**config.mk**
```make
export PLATFORM = sky130hd
export DESIGN_NAME = seq_counter
export DESIGN_NICKNAME = d
export VERILOG_FILES = /design/src/rtl/seq_counter_pkg.sv /design/src/rtl/seq_table.sv /design/src/rtl/seq_counter.sv
export SDC_FILE = /design/constraint.sdc
export NUM_CORES = 1
export LEC_CHECK = 0
export CAP_MARGIN = 30
export CORE_MARGIN = 2
export CORE_UTILIZATION = 59
export DETAILED_ROUTE_END_ITERATION = 16
export GPL_ROUTABILITY_DRIVEN = 0
export PLACE_DENSITY = 0.85
export SKIP_CTS_REPAIR_TIMING = 1
export SYNTH_ARGS = -nofsm -noshare
export SYNTH_HDL_FRONTEND = slang
export SYNTH_SLANG_ARGS = --single-unit
```
**constraint.sdc**
```tcl
create_clock -name C -period 5.8 [get_ports C]
set_clock_uncertainty 0.1 [all_clocks]
set_input_delay 1.16 -clock C [delete_from_list [all_inputs] [get_ports C]]
set_output_delay 1.16 -clock C [all_outputs]
set_load 0.05 [all_outputs]
```
**src/rtl/seq_counter_pkg.sv**
```systemverilog
// Shared types and helpers for the table-driven sequence counter.
// Latency: n/a (types and pure functions only).
// Backpressure: n/a.
package seq_counter_pkg;

    // 4-bit default order 4,5,14,3,6,12,11,13 with entry 0 in the LSBs.
    localparam logic [31:0] DEFAULT_SEQ = {4'd13, 4'd11, 4'd12, 4'd6,
                                           4'd3,  4'd14, 4'd5,  4'd4};

    typedef enum logic [1:0] {
        OP_HOLD = 2'd0,
        OP_LOAD = 2'd1,
        OP_STEP = 2'd2
    } op_t;

    // Index is carried at full int width; callers truncate to their IW.
    typedef struct packed {
        logic [31:0] idx;
        logic        wrap;
    } step_t;

    function automatic int eff_len(input int len, input int depth);
        if (len == 0 || len > depth) begin
            return depth;
        end
        return len;
    endfunction

    function automatic step_t next_idx(input int idx, input int l, input logic up);
        step_t s;
        s.idx  = '0;
        s.wrap = 1'b0;
        if (up) begin
            if (idx == l - 1) begin
                s.wrap = 1'b1;
            end else if (idx < l) begin
                s.idx = 32'(idx + 1);
            end
        end else begin
            if (idx == 0) begin
                s.idx  = 32'(l - 1);
                s.wrap = 1'b1;
            end else if (idx < l) begin
                s.idx = 32'(idx - 1);
            end
        end
        return s;
    endfunction

endpackage

```
**src/rtl/seq_table.sv**
```systemverilog
// DEPTH x W register file holding the counting order, reset to INIT.
// Latency: write lands on the edge, read is combinational.
// Backpressure: none, a write is accepted every cycle wr_en is high.
module seq_table
    import seq_counter_pkg::*;
#(
    parameter int                   W     = 4,
    parameter int                   DEPTH = 8,
    parameter logic [DEPTH*W-1:0]   INIT  = DEFAULT_SEQ,
    parameter int                   IW    = $clog2(DEPTH)
) (
    input  logic            C,
    input  logic            nR,
    input  logic            wr_en,
    input  logic [IW-1:0]   wr_addr,
    input  logic [W-1:0]    wr_data,
    input  logic [IW-1:0]   rd_addr,
    output logic [W-1:0]    rd_dat
);

    logic [W-1:0] mem [DEPTH];

    always_ff @(posedge C) begin
        if (!nR) begin
            for (int i = 0; i < DEPTH; i++) begin
                mem[i] <= INIT[i*W +: W];
            end
        end else if (wr_en && int'(wr_addr) < DEPTH) begin
            mem[wr_addr] <= wr_data;
        end
    end

    // Addresses past DEPTH only exist when DEPTH is not a power of two.
    always_comb begin
        rd_dat = '0;
        if (int'(rd_addr) < DEPTH) begin
            rd_dat = mem[rd_addr];
        end
    end

endmodule

```
**src/rtl/seq_counter.sv**
```systemverilog
// Programmable-order counter: an index walks a writable value table.
// Latency: idx/tc registered, Q is a combinational read of table[idx].
// Backpressure: none, en advances one step on every enabled edge.
module seq_counter
    import seq_counter_pkg::*;
#(
    parameter int                   W     = 4,
    parameter int                   DEPTH = 8,
    parameter logic [DEPTH*W-1:0]   INIT  = DEFAULT_SEQ,
    parameter int                   IW    = $clog2(DEPTH),
    parameter int                   LW    = $clog2(DEPTH + 1)
) (
    input  logic            C,
    input  logic            nR,
    input  logic            en,
    input  logic            up,
    input  logic            ld,
    input  logic [IW-1:0]   ld_idx,
    input  logic [LW-1:0]   len,
    input  logic            wr_en,
    input  logic [IW-1:0]   wr_addr,
    input  logic [W-1:0]    wr_data,
    output logic [W-1:0]    Q,
    output logic [IW-1:0]   idx,
    output logic            tc
);

    op_t            op;
    int             l_eff;
    step_t          step;
    logic [IW-1:0]  idx_nxt;
    logic           tc_nxt;

    always_comb begin
        op      = OP_HOLD;
        l_eff   = eff_len(int'(len), DEPTH);
        step    = next_idx(int'(idx), l_eff, up);
        idx_nxt = idx;
        tc_nxt  = 1'b0;

        if (ld) begin
            op = OP_LOAD;
        end else if (en) begin
            op = OP_STEP;
        end

        case (op)
            OP_LOAD: begin
                // Out-of-range loads snap to the start rather than a stale slot.
                idx_nxt = (int'(ld_idx) < l_eff) ? ld_idx : '0;
            end
            OP_STEP: begin
                idx_nxt = IW'(step.idx);
                tc_nxt  = step.wrap;
            end
            default: begin
                idx_nxt = idx;
            end
        endcase
    end

    always_ff @(posedge C) begin
        if (!nR) begin
            idx <= '0;
            tc  <= 1'b0;
        end else begin
            idx <= idx_nxt;
            tc  <= tc_nxt;
        end
    end

    seq_table #(
        .W     (W),
        .DEPTH (DEPTH),
        .INIT  (INIT),
        .IW    (IW)
    ) u_table (
        .C       (C),
        .nR      (nR),
        .wr_en   (wr_en),
        .wr_addr (wr_addr),
        .wr_data (wr_data),
        .rd_addr (idx),
        .rd_dat  (Q)
    );

endmodule

```
* Word level (Yosys, flattened, before mapping)
Memories as Yosys holds them, arrays and structs flattened. A register that Yosys moved wholly into a read port is not among the register bits.
Cells that the tools add are included.
W data, S select, Z words.
** Cells by class
- Add/subtract/negate cells :: 3
- Multiplexer cells :: 23
- Equal/unequal tests :: 3
- Order comparisons :: 3
- Reductions and logical operators :: 6
** Operators with widths (number)
- $lt A4 B32 Y1 :: 2
- $eq A4 B32 Y1 :: 1
- $mux W32 :: 1
- $sub A32 B2 Y32 const B :: 1
- $mux W3 :: 8
- $mux W4 :: 3
- $mux W1 :: 8
- $pmux W3 S2 :: 1
- $gt A4 B4 Y1 const B :: 1
- $logic_not A4 Y1 :: 1
- $mux W2 :: 2
- $reduce_or A4 Y1 :: 1
- $add A3 B1 Y3 const B :: 1
- $logic_not A3 Y1 :: 1
- $sub A3 B1 Y3 const B :: 1
- $eq A2 B1 Y1 const B :: 1
- $eq A2 B2 Y1 const B :: 1
- $reduce_and A2 Y1 :: 1
- $reduce_bool A2 Y1 :: 1
- $logic_or A1 B1 Y1 :: 1
** Word-level totals
- Memories :: 1
- Register bits :: 4
- Word-level logic and storage cells :: 41
- Bits of input ports :: 20
- Bits in writable memories :: 32
- Output and inout port bits :: 8
** Memory list
- u_table.mem :: words 8, bits a word 4, read ports 1, clocked after memory_dff 1, wr ports 8, RTL line seq_table.sv:21 : logic [W-1:0] mem [DEPTH];

* Depth between registers and ports, before layout
- Word-level depth :: 11
- Depth in mapped cells :: 8
- Gate-level depth less buffers :: 8

* Cells and area by module
A second synthesis with hierarchy kept.
** Second synthesis, totals
- Cell total of the unflattened synthesis :: 171
- Area total of the unflattened synthesis :: 2079.5 um2
** Modules (own cells, without submodules)
- seq_table :: area an instance 1546.5 um2, instances 1, cells an instance 102, sequential area each 960.9 um2
- seq_counter :: area an instance 533.0 um2, instances 1, cells an instance 69, sequential area each 80.1 um2

* Least setup slack after synthesis
Ideal clock, no wire load.
- Path type :: input -> register
- Start :: input len[3]
- End :: register with a tool-made name
- Stages on the path :: 7
- Arrival :: 2.573 ns
- Setup time :: 0.127 ns
- Path buffers :: 0
- Required time :: 5.573 ns
- Slack :: 3.001 ns
- Cells stage by stage :: nand2b_4 -> ha_1 -> a21oi_1 -> a211o_1 -> a221o_1 -> a41oi_1 -> o41ai_2
** RTL lines
- start: declaration :: RTL line seq_counter.sv:19 : input logic [LW-1:0] len,

==> run summary <==
top post-synthesis cells by area -> edfxtp_1 45%, mux4_2 8.5%, dfxtp_1 6.6%, ha_1 5.3%, or3_1 3.6%
crit path to -> Q[2]
global-route wire length before repair -> 7548 µm
unrepaired setup endpoints after global routing -> false
dpl hpwl -> 3526 µm
Synth top area share -> 45.44%
Slew @ Worst Pin -> 0.6555 ns
CTS tree -> built
# H-tree levels -> 2
Overflow after GRT -> 0
min cycle time layout -> 3.808 ns
HP Class -> reg -> reg
largest net degree at the start of global routing -> 15
Final ANT Viol Nets -> 0
FFs w/ async S/R, synth -> 0%
FF/Latch Area -> 1101 µm²
CTS buffer count -> 5
Layout fillers -> 237
drt drc -> 0
initial DRC count -> 136
Max Cap Viol -> 0
Cell variety after synth -> 38
ANT cells -> 0
Avg Cell Area, Syn -> 12.22 µm²
WL/cell -> 18.10 µm
cell taking the most area after synthesis -> edfxtp_1
crit end category -> output pin
vias in the first global route -> 1546
share of cells above drive strength 1 -> 11.88%
syn_nets -> 202
Synth Register Bits -> 39
Worst R2R Setup Slack -> 3.60 ns
post-synthesis cell count -> 173
initial antenna violation count -> 0
clk sinks -> 39
number of top-level pins -> 28
clk root buf -> clkbuf_4
Total GRT Usage -> 25.22%
via count -> 1485
vias per cell -> 5.988
post-synthesis cell area -> 2115 µm²
EDFF count, synth -> 32
Pwr Density -> 247.7 nW/µm²
crit path max fanout -> 8
final setup violation count -> 0
Seq/Total Area, Yosys -> 52.07%
Lkg Pwr -> 0.8629 nW
layout net count -> 230
Hold Path Depth -> 2
Slew Viols, Final -> 0
Site Rows -> 21
CTS clock-pin slew for the worst setup and hold paths -> 0.11 ns
area growth from synthesis to layout -> 16.75%
Die Wd -> 63.87 µm
Multi-input gate area -> 959.7 µm²
I/O Buffers -> 27
CORE AREA -> 3390 µm²
Max Fclk -> 262.6 MHz
Chip Height -> 63.87 µm
part of the cycle the worst path needs -> 65.66%
worst reg2reg path depth -> 7
FF-to-FF Start -> idx[0]
Clock Tree Buf Depth -> 2
maximum VDD drop -> 185.9 µV
first drt pass iteration count -> 4
die area -> 4079 µm²
prevailing post-synth register cell -> edfxtp_1
Slew headroom -> 55.84%
Data arrival, critical path -> 2.55 ns
clock latency on the worst-skew pair -> 0.34 ns
Yosys warning total -> 0
Startpoint Class -> flop
critical path class -> reg -> out
FF-to-FF End -> idx[2]
worst hold slack -> 0.5517 ns
Final Hold Fails -> 0
initial core utilization -> 62.38%
status -> finished, final reports clean
Setup TNS Final -> 0 ns
final wirelength -> 4489 µm
CP required -> 4.54 ns
==> cell families (layout without fill, tap and decap cells) <==
logic type | Yosys count | count (layout) | synth area share [%]
and+or+nand+nor | 70 | 70 | 18.88
DFF | 39 | 39 | 52.07
AOI/OAI and AO/OA | 25 | 25 | 8.108
buffers and inverters | 14 | 43 | 2.544
muxes | 12 | 12 | 10.65
adders and majority gates | 9 | 9 | 5.326
xor gates and xnor gates | 4 | 4 | 2.426
==> routing by layer <==
layer | GRT usage, % | wire (µm) | vias to the layer above
met5 | 0 | 0 | -
met4 | 9.783 | 78 | 0
met3 | 5.986 | 331 | 7
met2 | 40.23 | 2095 | 69
met1 | 33.53 | 1983 | 700
li1 | - | - | 709
==> flip-flops by register name, summed over array words and instances (netlist names), named ones only <==
register / count
u_table.mem: 32
idx: 3
tc: 1
==> where the power goes <==
part	leakage (nW)	internal, mW	total [mW]	switching (mW)
combinational	0.461	0.0674	0.145	0.0780
clock	0.0293	0.0472	0.129	0.0817
sequential	0.372	0.321	0.337	0.0161
==> placed cells by master, fill, tap and decap left out, drive strengths merged, types with 8 or more instances in the layout <==
cell type,netlist,routed
edfxtp,32,32
clkdlybuf4s50,0,27
nor2,13,13
or3,12,12
and2,11,11
nand2b,10,10
ha,9,9
inv,8,8
mux4,8,8
o21ai,8,8
nor3,8,8
==> layout make-up <==
cell class,count,share of cell area (%)
flip-flops and latches,39,44.60
multi-input cells,120,38.87
repair buffers,27,10.95
well taps,46,2.331
clock buffers,7,1.825
inverters,8,1.216
clock inverters,1,0.2027
==> worst min path at each step <==
| stage | from | to |
|---|---|---|
| 6_report | idx[2] | flop |
| 5_1_grt | idx[2] | flop |
| 4_1_cts | idx[2] | idx[2] |
| 3_5_place_dp | idx[2] | idx[2] |
| 3_3_place_gp | idx[2] | idx[2] |
| 2_1_floorplan | idx[2] | flop |
==> synth_stat cells, types with 2 or more instances <==
library cell	n
a21oi_1	5
a41oi_1	2
and2_1	11
clkbuf_1	5
dfxtp_1	7
edfxtp_1	32
ha_1	9
inv_1	8
mux2_2	4
mux4_2	8
nand2_1	6
nand2b_1	7
nand2b_4	2
nand3_1	4
nand3b_1	2
nor2_1	13
nor3_1	8
o21ai_0	8
or3_1	12
xnor2_1	2
==> metrics by stage <==
step                power [mW]  setup slack, ns  util (%)  cell area [µm²]  std cells
finish                  0.6115            1.992     72.83             2469        248
global route            0.6409            1.869     72.83             2469        248
CTS                     0.6150            1.958     72.83             2469        248
detailed placement      0.4879            2.232     71.35             2419        240
global placement        0.4821            2.283     71.35             2419        240
floorplan               0.4360            3.001         -             2115        173
==> worst max-delay path: stages, from the launching register on <==
cell and delay, ns:
dfxtp_1 0.65, mux4_2 0.58, mux2_2 0.29, clkdlybuf4s50_1 0.70
Note: power is estimated with default switching activity, not from simulation.
